==> src/rtl/orv64_mul_ctrl_pkg.sv <==
// ----------------------------------------------------------------------------
// orv64_mul_ctrl_pkg
// Shared types and parameters for the M-extension multiply sequencer:
//   - orv64_mul_type_t   : signedness/width class presented to orv64_mul
//   - orv64_mulc_op_t    : multiply opcode at the EX issue port
//   - orv64_mulc_state_t : sequencer FSM states
//   - mulc_op_to_type()  : opcode -> multiplier type mapping
//   - ORV64_MULC_FUSE_EN : default enable for the one-entry product cache
// ----------------------------------------------------------------------------
package orv64_mul_ctrl_pkg;

    localparam bit ORV64_MULC_FUSE_EN = 1'b1;

    typedef enum logic [2:0] {
        MUL_TYPE_L   = 3'd0,   // signed low half
        MUL_TYPE_HSS = 3'd1,   // high half, signed x signed
        MUL_TYPE_HSU = 3'd2,   // high half, signed x unsigned
        MUL_TYPE_HUU = 3'd3,   // high half, unsigned x unsigned
        MUL_TYPE_W   = 3'd4    // 32-bit word multiply
    } orv64_mul_type_t;

    typedef enum logic [2:0] {
        MULC_MUL    = 3'd0,
        MULC_MULH   = 3'd1,
        MULC_MULHSU = 3'd2,
        MULC_MULHU  = 3'd3,
        MULC_MULW   = 3'd4
    } orv64_mulc_op_t;

    typedef enum logic [1:0] {
        ST_IDLE  = 2'd0,
        ST_BUSY  = 2'd1,
        ST_DRAIN = 2'd2,
        ST_RESP  = 2'd3
    } orv64_mulc_state_t;

    function automatic orv64_mul_type_t mulc_op_to_type(input orv64_mulc_op_t op);
        case (op)
            MULC_MUL:    mulc_op_to_type = MUL_TYPE_L;
            MULC_MULH:   mulc_op_to_type = MUL_TYPE_HSS;
            MULC_MULHSU: mulc_op_to_type = MUL_TYPE_HSU;
            MULC_MULHU:  mulc_op_to_type = MUL_TYPE_HUU;
            MULC_MULW:   mulc_op_to_type = MUL_TYPE_W;
            default:     mulc_op_to_type = MUL_TYPE_L;
        endcase
    endfunction

endpackage

==> src/rtl/orv64_mul_cache.sv <==
// ----------------------------------------------------------------------------
// orv64_mul_cache
// One-entry product cache. Holds the operands, multiplier type and both
// product halves of the last completed non-word multiply.
//   clk, rst_n      : clock, asynchronous active-low reset (clears valid bit)
//   i_lk_*          : lookup request (opcode and operands), combinational hit
//   o_hit/o_hit_data: hit flag and the stored half matching the opcode
//   i_fill*         : overwrite the entry with a fresh product
// ----------------------------------------------------------------------------
module orv64_mul_cache
    import orv64_mul_ctrl_pkg::*;
#(
    parameter bit FUSE_EN = ORV64_MULC_FUSE_EN
) (
    input  logic            clk,
    input  logic            rst_n,
    input  orv64_mulc_op_t  i_lk_op,
    input  logic [63:0]     i_lk_rs1,
    input  logic [63:0]     i_lk_rs2,
    output logic            o_hit,
    output logic [63:0]     o_hit_data,
    input  logic            i_fill,
    input  orv64_mul_type_t i_fill_type,
    input  logic [63:0]     i_fill_rs1,
    input  logic [63:0]     i_fill_rs2,
    input  logic [63:0]     i_fill_rdh,
    input  logic [63:0]     i_fill_rdl
);

    logic            r_vld;
    logic [63:0]     r_rs1;
    logic [63:0]     r_rs2;
    orv64_mul_type_t r_type;
    logic [63:0]     r_rdh;
    logic [63:0]     r_rdl;

    logic            w_opnd_eq;
    logic            w_hit;

    always_ff @(posedge clk or negedge rst_n) begin
        if (!rst_n) begin
            r_vld <= 1'b0;
        end else if (i_fill) begin
            r_vld <= 1'b1;
        end
    end

    // Payload is qualified by r_vld, so it needs no reset.
    always_ff @(posedge clk) begin
        if (i_fill) begin
            r_rs1  <= i_fill_rs1;
            r_rs2  <= i_fill_rs2;
            r_type <= i_fill_type;
            r_rdh  <= i_fill_rdh;
            r_rdl  <= i_fill_rdl;
        end
    end

    assign w_opnd_eq = r_vld && (i_lk_rs1 == r_rs1) && (i_lk_rs2 == r_rs2);

    // The low product half is independent of signedness, so MUL hits on any
    // stored type; high-half ops need an exact type match.
    always_comb begin
        w_hit      = 1'b0;
        o_hit_data = r_rdh;
        case (i_lk_op)
            MULC_MUL: begin
                w_hit      = w_opnd_eq;
                o_hit_data = r_rdl;
            end
            MULC_MULH, MULC_MULHSU, MULC_MULHU: begin
                w_hit      = w_opnd_eq && (mulc_op_to_type(i_lk_op) == r_type);
                o_hit_data = r_rdh;
            end
            default: w_hit = 1'b0;
        endcase
    end

    assign o_hit = FUSE_EN && w_hit;

endmodule

==> src/rtl/orv64_mul_ctrl.sv <==
// ----------------------------------------------------------------------------
// orv64_mul_ctrl
// Sequencing front-end between the EX-stage M-extension issue port and
// orv64_mul. One request per valid/ready handshake; result held until
// writeback accepts it; EX kill honoured in every state.
//   clk, rst_n                  : clock, asynchronous active-low reset
//   req_valid/ready/op/rs1/rs2/tag : issue port
//   kill                        : squash the in-flight request
//   resp_valid/ready/data/tag   : writeback port
//   mul_start/type/rs1/rs2      : multiplier drive (operands registered)
//   mul_complete/rdh/rdl        : multiplier result, one-cycle pulse
// ----------------------------------------------------------------------------
module orv64_mul_ctrl
    import orv64_mul_ctrl_pkg::*;
#(
    parameter bit FUSE_EN = ORV64_MULC_FUSE_EN,
    parameter int TAG_W   = 5
) (
    input  logic             clk,
    input  logic             rst_n,
    input  logic             req_valid,
    output logic             req_ready,
    input  orv64_mulc_op_t   req_op,
    input  logic [63:0]      req_rs1,
    input  logic [63:0]      req_rs2,
    input  logic [TAG_W-1:0] req_tag,
    input  logic             kill,
    output logic             resp_valid,
    input  logic             resp_ready,
    output logic [63:0]      resp_data,
    output logic [TAG_W-1:0] resp_tag,
    output logic             mul_start,
    output orv64_mul_type_t  mul_type,
    output logic [63:0]      mul_rs1,
    output logic [63:0]      mul_rs2,
    input  logic             mul_complete,
    input  logic [63:0]      mul_rdh,
    input  logic [63:0]      mul_rdl
);

    orv64_mulc_state_t r_state;
    orv64_mulc_state_t w_state_nxt;

    orv64_mulc_op_t    r_op;
    orv64_mul_type_t   r_type;
    logic [63:0]       r_rs1;
    logic [63:0]       r_rs2;
    logic [TAG_W-1:0]  r_tag;
    logic [63:0]       r_resp_data;

    logic              w_accept;
    logic              w_hit;
    logic [63:0]       w_hit_data;
    logic              w_done;
    logic              w_fill;
    logic [63:0]       w_sel_data;

    // rst_n gates ready so that every output reads 0 while reset is held.
    assign req_ready = rst_n && (r_state == ST_IDLE) && !kill;
    assign w_accept  = req_valid && req_ready;
    assign w_done    = (r_state == ST_BUSY) && mul_complete && !kill;
    assign w_fill    = w_done && (r_op != MULC_MULW);

    orv64_mul_cache #(
        .FUSE_EN (FUSE_EN)
    ) u_cache (
        .clk         (clk),
        .rst_n       (rst_n),
        .i_lk_op     (req_op),
        .i_lk_rs1    (req_rs1),
        .i_lk_rs2    (req_rs2),
        .o_hit       (w_hit),
        .o_hit_data  (w_hit_data),
        .i_fill      (w_fill),
        .i_fill_type (r_type),
        .i_fill_rs1  (r_rs1),
        .i_fill_rs2  (r_rs2),
        .i_fill_rdh  (mul_rdh),
        .i_fill_rdl  (mul_rdl)
    );

    always_comb begin
        case (r_op)
            MULC_MUL:  w_sel_data = mul_rdl;
            MULC_MULW: w_sel_data = {{32{mul_rdl[31]}}, mul_rdl[31:0]};
            default:   w_sel_data = mul_rdh;
        endcase
    end

    always_ff @(posedge clk or negedge rst_n) begin
        if (!rst_n) begin
            r_state <= ST_IDLE;
        end else begin
            r_state <= w_state_nxt;
        end
    end

    always_comb begin
        w_state_nxt = r_state;
        case (r_state)
            ST_IDLE: begin
                if (w_accept) w_state_nxt = w_hit ? ST_RESP : ST_BUSY;
            end
            ST_BUSY: begin
                // A kill coinciding with completion has nothing left to drain.
                if (kill)              w_state_nxt = mul_complete ? ST_IDLE : ST_DRAIN;
                else if (mul_complete) w_state_nxt = ST_RESP;
            end
            ST_DRAIN: begin
                if (mul_complete) w_state_nxt = ST_IDLE;
            end
            ST_RESP: begin
                if (kill || resp_ready) w_state_nxt = ST_IDLE;
            end
            default: w_state_nxt = ST_IDLE;
        endcase
    end

    always_ff @(posedge clk or negedge rst_n) begin
        if (!rst_n) begin
            r_op        <= MULC_MUL;
            r_type      <= MUL_TYPE_L;
            r_rs1       <= '0;
            r_rs2       <= '0;
            r_tag       <= '0;
            r_resp_data <= '0;
        end else begin
            if (w_accept) begin
                r_op   <= req_op;
                r_type <= mulc_op_to_type(req_op);
                r_rs1  <= req_rs1;
                r_rs2  <= req_rs2;
                r_tag  <= req_tag;
                if (w_hit) r_resp_data <= w_hit_data;
            end
            if (w_done) r_resp_data <= w_sel_data;
        end
    end

    assign resp_valid = (r_state == ST_RESP);
    assign resp_data  = r_resp_data;
    assign resp_tag   = r_tag;
    assign mul_start  = (r_state == ST_BUSY) || (r_state == ST_DRAIN);
    assign mul_type   = r_type;
    assign mul_rs1    = r_rs1;
    assign mul_rs2    = r_rs2;

endmodule

==> config.mk <==
export PLATFORM = sky130hd
export DESIGN_NAME = orv64_mul_ctrl
export DESIGN_NICKNAME = d
export VERILOG_FILES = /design/src/rtl/orv64_mul_ctrl_pkg.sv /design/src/rtl/orv64_mul_cache.sv /design/src/rtl/orv64_mul_ctrl.sv
export SDC_FILE = /design/constraint.sdc
export NUM_CORES = 1
export LEC_CHECK = 0
export ABC_CLOCK_PERIOD_IN_PS = 17200
export BUFFER_PORTS_ARGS = -buffer_cell sky130_fd_sc_hd__buf_2
export CAP_MARGIN = 10
export CORE_MARGIN = 8
export CORE_UTILIZATION = 54
export DETAILED_ROUTE_END_ITERATION = 10
export GPL_TIMING_DRIVEN = 1
export HOLD_SLACK_MARGIN = 0.12
export PLACE_DENSITY = 0.8
export SYNTH_ARGS = -nofsm -noshare
export SYNTH_HDL_FRONTEND = slang
export SYNTH_SLANG_ARGS = --single-unit
==> constraint.sdc <==
create_clock -name clk -period 17.2 [get_ports clk]
set_input_delay 0.86 -clock clk [delete_from_list [all_inputs] [get_ports clk]]
set_output_delay 0.86 -clock clk [all_outputs]
set_load 0.03 [all_outputs]
==> impl_summary.log, run 1 <==
INFO  metric antenna_found_initial = 22
INFO  metric die_area = 43660 µm²
INFO  metric synth_nets = approximately 1900
INFO  metric min_path_type = in2async
INFO  metric postSynth.asyncResetShare = between 40 and 50%
INFO  metric per_instance_average_area_after_synthesis = approximately 12 µm²
INFO  metric num_io_pins = roughly 470
INFO  metric synth_simple_gate_area_share = 16.22%
INFO  metric grt_overflow_total = 0
INFO  metric p_leak = approximately 0.010 µW
INFO  metric fin_tns_setup = 0 ns
INFO  metric tritoncts_num_sinks = about 470
INFO  metric hold_buffers = 0
INFO  metric synth_ff_type = sky130_fd_sc_hd__edfxtp_1
INFO  metric cpMostUsedCell = sky130_fd_sc_hd__buf_4
INFO  metric critPathLaunchType = flip-flop
INFO  metric clk_pin_slew_worst_paths = roughly 0.06 ns
INFO  metric cts_repair_resizes = 0
INFO  metric gpl.final_weighted_congestion = 0.9009
INFO  metric yosys.area_share.xor_xnor = about 3.3%
INFO  metric io_buffers = 472
INFO  metric post_synth_inst_count = around 1700
INFO  metric detail_route.first_pass.iterations = 5
INFO  metric cp_data_arrival_time = roughly 4.1 ns
INFO  metric unrepaired_setup_endpoints_after_global_routing = false
INFO  metric min_period = ~3.9 ns
INFO  metric slew_headroom = approximately 28%
INFO  metric cellPowerDensity = between 150 and 200 nW/µm²
INFO  metric detail_route.vias_per_cell = ~5.9
INFO  metric detailroute.via_count = roughly 15000
INFO  metric cts-buffers-inserted = 48
INFO  metric final_antenna_net_count = 0
INFO  metric synth_top_family_by_area = simple AND/OR/NAND/NOR gates
INFO  metric setup_viol_count_final = 0
INFO  metric synth-warning-count = 0
INFO  metric place_area = approximately 23000 µm²
INFO  metric cp.required = between 15 and 20 ns
INFO  metric finalCritPeriodShare = between 20% and 30%
INFO  metric power = approximately 4200 µW
INFO  metric synth_compound_area_share = slightly below 8%
INFO  metric detail_route.iter0.violations = roughly 1200
INFO  metric die_x = 209.0 µm
INFO  metric cts_setup_buffers = 0
INFO  metric clk_root_buffer_cell = sky130_fd_sc_hd__clkbuf_16
INFO  metric cts_max_path_buffers = 3
INFO  metric synth_top_cell_area_share = ~39%
INFO  metric max-cap-violations = 0
INFO  metric grt_max_degree = between 80 and 90
INFO  metric critical_path_class = reg2reg
INFO  metric clock_latency_on_the_worst_skew_pair = between 0.5 and 0.6 ns
INFO  metric area_of_the_core = approximately 37000 µm²
INFO  metric vias_in_the_first_global_route = around 16000
INFO  metric multiplexer_fraction_of_the_synthesized_cell_area = approximately 5.0%
INFO  metric cts_tree = done
INFO  metric ratio_of_cells_with_drive_above_1_in_the_final_layout = 29.07%
INFO  metric worst-path-max-fanout = 75
INFO  metric final.setup_skew = roughly 0.017 ns
INFO  metric clock.fmax = about 260 MHz
INFO  metric status = finished clean
INFO  metric die_height = roughly 210 µm
INFO  metric timing.final.hold_violations = 0
INFO  metric worstPathCellList = inv_1 > ha_1 > nand3_4 > a21oi_4 > buf_4 > buf_4
INFO  metric wirelength = 62.74 mm
INFO  metric drc = 0
INFO  metric vdd.ir_drop.worst = between 0.15 and 0.2 mV
INFO  metric number_of_distinct_library_cell_variants_in_the_gate_level_netlist_after_synthesis = 49
INFO  metric global_route_wire_length_before_repair = between 90 and 100 mm
INFO  metric synth_area = approximately 20000 µm²
INFO  metric yosysSeqAreaShare = 64.33%
INFO  metric floorplan.initialDensity = approximately 55%
INFO  metric synthDominantAreaCellType = sky130_fd_sc_hd__edfxtp_1
INFO  metric final_cell_area = about 24000 µm²
INFO  metric worst_path_max_delay_cell = sky130_fd_sc_hd__buf_4
INFO  metric worst-slew-pin-transition = ~1.1 ns
INFO  metric synth-seq-cells = ~470
INFO  metric worst_path_largest_cell_delay = ~0.92 ns
INFO  metric synth_fa_ha_area_share = less than 1%
INFO  metric synth-edff-count = approximately 260
INFO  metric area.growth.synth_to_final = 20.98%
INFO  metric finish.net_count = 2378
INFO  metric h-tree-depth = 2
INFO  metric rows = 70
INFO  metric crit_path_end_kind = flip-flop
INFO  metric grtUsageTotal = approximately 28%
INFO  metric holdWs = 0.2989 ns
INFO  metric wire_per_inst = roughly 24 µm
INFO  metric maxSlewViolCount = 0
INFO  metric synth.area.top_cells = sky130_fd_sc_hd__edfxtp_1 (39%), sky130_fd_sc_hd__dfrtp_1 (26%), sky130_fd_sc_hd__nand2_1 (8.1%)
INFO  metric place_hpwl = approximately 43 mm
## Yosys cell counts, types with 28 or more instances
cell,n
sky130_fd_sc_hd__a22o_1,33
sky130_fd_sc_hd__xnor2_1,34
sky130_fd_sc_hd__edfxtp_1,259
sky130_fd_sc_hd__clkbuf_1,84
sky130_fd_sc_hd__o31ai_1,46
sky130_fd_sc_hd__nor3b_1,32
sky130_fd_sc_hd__nand4_1,79
sky130_fd_sc_hd__o22ai_1,35
sky130_fd_sc_hd__nor2b_1,82
sky130_fd_sc_hd__dfrtp_1,206
sky130_fd_sc_hd__nand2_1,433
sky130_fd_sc_hd__inv_1,28
sky130_fd_sc_hd__xor2_1,42
sky130_fd_sc_hd__mux2i_1,64
sky130_fd_sc_hd__mux2_2,32
sky130_fd_sc_hd__a21oi_1,36
## metrics by stage
step                      util [%]  instances  worst slack (ns)
final                        66.44       2627             13.30
after detailed placement     62.25       2521             13.08
after global placement       62.25       2521             13.18
after global routing         66.43       2626             13.15
after floorplan                  -       1671             2.082
after CTS                    66.33       2611             13.37
## state kept, by name, summed over array words and instances, names as in the netlist, 5 cells and up
name / flops
mul_rs1: 64
mul_rs2: 64
resp_data: 64
resp_tag: 5
u_cache.r_rdh: 64
u_cache.r_rdl: 64
u_cache.r_rs1: 64
u_cache.r_rs2: 64
## final timing paths
| check | cells past startpoint | to | slack (ns) | start |
|---|---|---|---|---|
| max reg2reg | 6 | u_cache.r_rdh[10]$_DFFE_PP_ | 13.30 | r_state[1]$_DFFE_PN0P_ |
| max | 6 | u_cache.r_rdh[10]$_DFFE_PP_ | 13.30 | r_state[1]$_DFFE_PN0P_ |
| min in group clk | 0 | u_cache.r_rs1[25]$_DFFE_PP_ | 0.47 | mul_rs1[25]$_DFFE_PN0P_ |
| min reg2reg | 0 | u_cache.r_rs1[25]$_DFFE_PP_ | 0.47 | mul_rs1[25]$_DFFE_PN0P_ |
| max in group asynchronous | 2 | resp_data[5]$_DFFE_PN0P_ | 15.48 | rst_n |
| min | 1 | mul_rs1[22]$_DFFE_PN0P_ | 0.30 | rst_n |
## placed cells by master (no fill, tap or decap), drive strengths merged, types with 16 or more instances in the layout
cell type / instances
a2111oi: 17
a21oi: 36
a22o: 33
buf: 490
clkbuf: 75
dfrtp: 206
diode: 16
edfxtp: 259
inv: 31
mux2: 32
mux2i: 64
nand2: 433
nand2b: 19
nand4: 80
nor2b: 82
nor3b: 32
o22ai: 35
o31ai: 64
xnor2: 34
xor2: 42
## where the power goes
part | switching, µW | internal, µW
sequential | 214 | 1550
combinational | 1020 | 424
clock | 429 | 562
total | 1660 | 2540
## critical path, delay by kind of cell (launching register included)
| kind | cells | cell delay, ns |
|---|---|---|
| buf+inv | 3 | 1.85 |
| compound gates | 1 | 0.33 |
| fa+ha+maj | 1 | 0.27 |
| flops | 1 | 0.42 |
| simple gates | 1 | 0.51 |
## per-layer routing
| layer | up-vias | wire (µm) | global-route usage (%) | share of wire [%] |
|---|---|---|---|---|
| met3 | 160 | 6633 | 8.725 | 11 |
| met5 | - | 80 | 0 | 0.13 |
| li1 | 6853 | - | - | - |
| met1 | 7579 | 22740 | 33.18 | 36 |
| met4 | 12 | 2787 | 12.49 | 4.4 |
| met2 | 883 | 30500 | 45.48 | 49 |
## cells by family (layout without fill, tap and decap cells)
logic type | after synthesis | after routing
simple gates | 684 | 684
flops | 465 | 465
compound gates | 209 | 209
buf+inv | 136 | 608
mux | 96 | 96
xor+xnor | 76 | 76
fa+ha+maj | 5 | 5
other cells | 0 | 16
## area by class of cell
class	count	area (µm²)
well taps	468	585.6
multi-input cells	1070	6660
clock inverters	15	87.58
repair buffers	490	2507
flip-flops and latches	465	12930
fillers	2697	12290
inverters	28	105.1
diodes	16	40.04
clock buffers	75	1404
Note: power is estimated with default switching activity, not from simulation.
==> run 2: changes to the inputs <==
--- a/config.mk
+++ b/config.mk
@@ -5,15 +5,16 @@
 export SDC_FILE = /design/constraint.sdc
 export NUM_CORES = 1
 export LEC_CHECK = 0
-export ABC_CLOCK_PERIOD_IN_PS = 17200
+export ABC_AREA = 1
+export ABC_CLOCK_PERIOD_IN_PS = 3200
 export BUFFER_PORTS_ARGS = -buffer_cell sky130_fd_sc_hd__buf_2
 export CAP_MARGIN = 10
 export CORE_MARGIN = 8
-export CORE_UTILIZATION = 54
+export CORE_UTILIZATION = 49
 export DETAILED_ROUTE_END_ITERATION = 10
 export GPL_TIMING_DRIVEN = 1
 export HOLD_SLACK_MARGIN = 0.12
-export PLACE_DENSITY = 0.8
+export PLACE_DENSITY = 0.77
 export SYNTH_ARGS = -nofsm -noshare
 export SYNTH_HDL_FRONTEND = slang
 export SYNTH_SLANG_ARGS = --single-unit
==> constraint.sdc (replaced) <==
create_clock -name clk -period 3.2 [get_ports clk]
set_input_delay 0.16 -clock clk [delete_from_list [all_inputs] [get_ports clk]]
set_output_delay 0.16 -clock clk [all_outputs]
set_load 0.03 [all_outputs]
==> run 2 against run 1 <==
Clock skew about the same. Design area up 11%. Critical path type unchanged. Die area up 7.8%. Flip-flop and latch count unchanged. Final cell count up 25%. Combinational power rose to 5.8 times the previous value. Largest power group unchanged. Highest routed layer unchanged. Routed wire length up 8.2%. Critical path depth up 7. Clock-buffer cell count down 1.
==> impl_summary.log, run 2 <==
INFO  metric cts_max_path_buffers = 3 (unchanged)
INFO  metric gpl.final_weighted_congestion = 0.8807 (-2.2%)
INFO  metric h-tree-depth = 2 (unchanged)
INFO  metric synth.area.top_cells = sky130_fd_sc_hd__edfxtp_1 (39%), sky130_fd_sc_hd__dfrtp_1 (26%), sky130_fd_sc_hd__nand2_1 (13%)
INFO  metric rows = 73 (+4.3%)
INFO  metric cts-buffers-inserted = 49 (+2.1%)
INFO  metric die_area = 47070 µm² (+7.8%)
INFO  metric grtUsageTotal = 28.17% (+0.49 points)
INFO  metric area.growth.synth_to_final = 37.00%
INFO  metric detailroute.via_count = 18020 (+16%)
INFO  metric wirelength = 67.89 mm (+8.2%)
INFO  metric final.setup_skew = 0.01709 ns (-0.0002367 ns)
INFO  metric final_cell_area = 27110 µm² (+11%)
INFO  metric fill_cells = 2730 (+1.2%)
INFO  metric cellInternalPower = 14040 µW (+450%)
INFO  metric final_antenna_net_count = 0 (unchanged)
INFO  metric cts_tree = done
INFO  metric tritoncts_num_sinks = 465 (unchanged)
INFO  metric grt_max_degree = 238 (+180%)
INFO  metric maxSlewViolCount = 0 (unchanged)
INFO  metric ratio_of_cells_with_drive_above_1_in_the_final_layout = 21.67% (-7.4 points)
INFO  metric seq_power_share = 40.7% (-1.3 points)
INFO  metric synthDominantAreaCellType = sky130_fd_sc_hd__edfxtp_1
INFO  metric synth-seq-cells = 465 (unchanged)
INFO  metric finalCritPeriodShare = 82.21% (+60 points)
INFO  metric slew_headroom = 29.08% (+1.5 points)
INFO  metric power.share.switching = 40.39% (+0.82 points)
INFO  metric floorplan.initialDensity = 49.69% (-5.2 points)
INFO  metric layout.cells.most_common = sky130_fd_sc_hd__nand2_1
INFO  metric num_io_pins = 473 (unchanged)
INFO  metric unrepaired_setup_endpoints_after_global_routing = false
INFO  metric wire_per_inst = 20.62 µm (-14%)
INFO  metric finish.net_count = 2995 (+26%)
INFO  metric die_height = 217.0 µm (+3.8%)
INFO  metric number_of_distinct_library_cell_variants_in_the_gate_level_netlist_after_synthesis = 32 (-35%)
INFO  metric routed_met2_length = 33.16 mm (+8.7%)
INFO  metric synth-edff-count = 259 (unchanged)
INFO  metric regArea = 12930 µm² (unchanged)
INFO  metric max-cap-violations = 0 (unchanged)
INFO  metric synth_nets = 2260 (+16%)
INFO  metric synth_area = 19790 µm² (-1.6%)
INFO  metric placed_cells = 2924 (+16%)
INFO  metric postSynth.asyncResetShare = 44.30% (unchanged)
INFO  metric setup_viol_count_final = 0 (unchanged)
INFO  metric yosysSeqAreaShare = 65.36% (+1.0 points)
INFO  metric cellPowerDensity = 869.1 nW/µm² (+400%)
INFO  metric regToRegStartpoint = r_state[1]$_DFFE_PN0P_
INFO  metric most-common-layout-cells = sky130_fd_sc_hd__nand2_1 (690), sky130_fd_sc_hd__buf_2 (471), sky130_fd_sc_hd__dlygate4sd3_1 (269)
INFO  metric area_of_the_core = 39820 µm² (+8.8%)
INFO  metric io_buffers = 472 (unchanged)
INFO  metric die_x = 217.0 µm (+3.8%)
INFO  metric grt_overflow_total = 0 (unchanged)
INFO  metric post_synth_inst_count = 1985 (+19%)
INFO  metric clock.fmax = 380.1 MHz (+48%)
INFO  metric synth-warning-count = 0 (unchanged)
INFO  metric detailedPlace.worstSlack = 0.5961 ns (-12.48 ns)
INFO  metric synth_ff_type = sky130_fd_sc_hd__edfxtp_1
INFO  metric per_instance_average_area_after_synthesis = 9.968 µm² (-17%)
INFO  metric global_route_wire_length_before_repair = 105.1 mm (+11%)
INFO  metric critical_path_class = reg2reg
INFO  metric min_period = 2.631 ns (-1.271 ns)
INFO  metric antenna_found_initial = 10 (-55%)
INFO  metric detail_route.iter0.violations = 1956 (+59%)
INFO  metric worst-path-max-fanout = 34 (-55%)
INFO  metric status = finished clean
INFO  metric drt-met1-wl = 23.86 mm (+5.0%)
INFO  metric multi_input_comb_area = 5763 µm² (-13%)
INFO  metric netSwitchingPower = 9515 µW (+470%)
INFO  metric synth_top_cell_area_share = 39.31% (+0.62 points)
INFO  metric cp.required = 3.66 ns (-13.73 ns)
INFO  metric clk_root_buffer_cell = sky130_fd_sc_hd__clkbuf_16
INFO  metric worst-slew-pin-transition = 1.063 ns (-0.02383 ns)
INFO  metric timing.final.hold_violations = 0 (unchanged)
INFO  metric layout.cells.non_filler = 3293 (+25%)
INFO  metric synthMostInstantiatedCell = sky130_fd_sc_hd__nand2_1
INFO  metric finalWorstSetupSlack = 0.5693 ns (-12.73 ns)
INFO  metric r2r_setup_slack = 0.57 ns (-12.73 ns)
INFO  metric p_leak = 0.01279 µW (+22%)
INFO  metric clock_power_share = 24.1% (+0.5 points)
INFO  metric r2r_cells = 13 (+7)
INFO  metric cp_data_arrival_time = 3.09 ns (-1.00 ns)
INFO  metric critPathLaunchType = flip-flop
INFO  metric min_path_type = in2async
INFO  metric drc = 0 (unchanged)
INFO  metric detail_route.first_pass.iterations = 6 (+1)
INFO  metric holdWs = 0.1824 ns (-0.1165 ns)
INFO  metric dr.max_layer_used = met5
INFO  metric met3WireLength = 6.856 mm (+3.4%)
INFO  metric crit_path_end_kind = flip-flop
INFO  metric vdd.ir_drop.worst = 0.5936 mV (+280%)
INFO  metric clk_pin_slew_worst_paths = 0.06 ns (about the same)
INFO  metric worst_r2r_endpoint = resp_data[50]$_DFFE_PN0P_
INFO  metric vias_in_the_first_global_route = 18650 (+17%)
INFO  metric detail_route.vias_per_cell = 5.472 (-7.2%)
INFO  metric ys_top_cells_by_count = sky130_fd_sc_hd__nand2_1 (692), sky130_fd_sc_hd__edfxtp_1 (259), sky130_fd_sc_hd__dfrtp_1 (206), sky130_fd_sc_hd__o21ai_0 (189), sky130_fd_sc_hd__inv_1 (186)
INFO  metric comb_power_share = 35.2% (+0.8 points)
INFO  metric place_area = 22770 µm² (about the same)
INFO  metric clock_latency_on_the_worst_skew_pair = 0.58 ns (about the same)
INFO  metric place_hpwl = 41.90 mm (-1.5%)
## run 2: cell count changes in the layout (fill, tap and decap cells not counted), sizes merged, moves of 33 or more
cell	before	now
nand2	433	693
a22o	33	0
nor2	4	141
o21ai	10	189
o31ai	64	0
nand3	5	69
inv	31	188
a21oi	36	2
xor2	42	7
nand4	80	8
nor2b	82	0
mux2i	64	31
dlygate4sd3	0	269
## run 2: logic make-up after synthesis
logic type	after synthesis	synth area share [%]
AOI/OAI and AO/OA	259	7.418
muxes	31	1.568
adders and majority gates	5	0.3162
buffers and inverters	274	5.811
DFF	465	65.36
and+or+nand+nor	921	18.20
xor gates and xnor gates	30	1.328
## run 2: worst max-delay path, stage by stage (launching register included)
cell and delay, ns:
sky130_fd_sc_hd__dfrtp_1 0.42, sky130_fd_sc_hd__inv_2 0.11, sky130_fd_sc_hd__ha_4 0.14, sky130_fd_sc_hd__inv_2 0.04, sky130_fd_sc_hd__nor2_2 0.20, sky130_fd_sc_hd__nand2_4 0.15, sky130_fd_sc_hd__inv_2 0.11, sky130_fd_sc_hd__buf_4 0.36
sky130_fd_sc_hd__o21ai_0 0.15, sky130_fd_sc_hd__inv_1 0.07, sky130_fd_sc_hd__buf_4 0.36, sky130_fd_sc_hd__a32oi_1 0.21, sky130_fd_sc_hd__nand2_1 0.13, sky130_fd_sc_hd__nand2_1 0.06
## run 2: through the flow
| step | utilization, % | TNS (ns) | total power (µW) |
|---|---|---|---|
| 2_1_floorplan | - | -513.80 | 14460 |
| 3_3_place_gp | 57.18 | 0 | 17150 |
| 3_5_place_dp | 57.18 | 0 | 17410 |
| 4_1_cts | 68.02 | 0 | 23380 |
| 5_1_grt | 68.07 | 0 | 24610 |
| 6_report | 68.07 | 0 | 23560 |
## run 2: cell type report
cell class	instances	area share, %
sequential	465	47.71
multi-input combinational	1246	21.26
timing repair buffer	770	20.00
clock buffer	74	5.243
inverter	188	2.617
tap	525	2.423
clock inverter	17	0.6785
antenna	8	0.07385
## run 2: what timing repair did
action,4_1_cts,5_1_grt
hold endpoints to repair,539,0
resized for setup,0,0
hold buffers,270,0
buffers inserted,0,0
## run 2: worst max path at each step
stage / from / end / slack [ns] / depth (start not counted)
3_5_place_dp: r_state[1]$_DFFE_PN0P_ / u_cache.r_vld$_DFFE_PN0P_ / 0.60 / 10
4_1_cts: r_state[1]$_DFFE_PN0P_ / u_cache.r_vld$_DFFE_PN0P_ / 0.62 / 10
3_3_place_gp: r_state[1]$_DFFE_PN0P_ / u_cache.r_vld$_DFFE_PN0P_ / 0.68 / 10
5_1_grt: r_state[1]$_DFFE_PN0P_ / resp_data[50]$_DFFE_PN0P_ / 0.42 / 13
6_report: r_state[1]$_DFFE_PN0P_ / resp_data[50]$_DFFE_PN0P_ / 0.57 / 13
2_1_floorplan: r_op[0]$_DFFE_PN0P_ / u_cache.r_vld$_DFFE_PN0P_ / -2.10 / 6
## run 2: layer usage
layer,vias up,global-route usage (%)
met5,-,0
met4,4,15.33
met3,271,7.406
met2,1239,47.55
met1,8524,32.63
li1,7980,-
## run 2: power groups by stage
stage	Clock, µW	Sequential (µW)	Combinational, µW
floorplan	0	11900	2560
global route	5980	9760	8870
global placement	0	9480	7670
detailed placement	0	9580	7840
CTS	5740	9500	8140
finish	5680	9590	8300
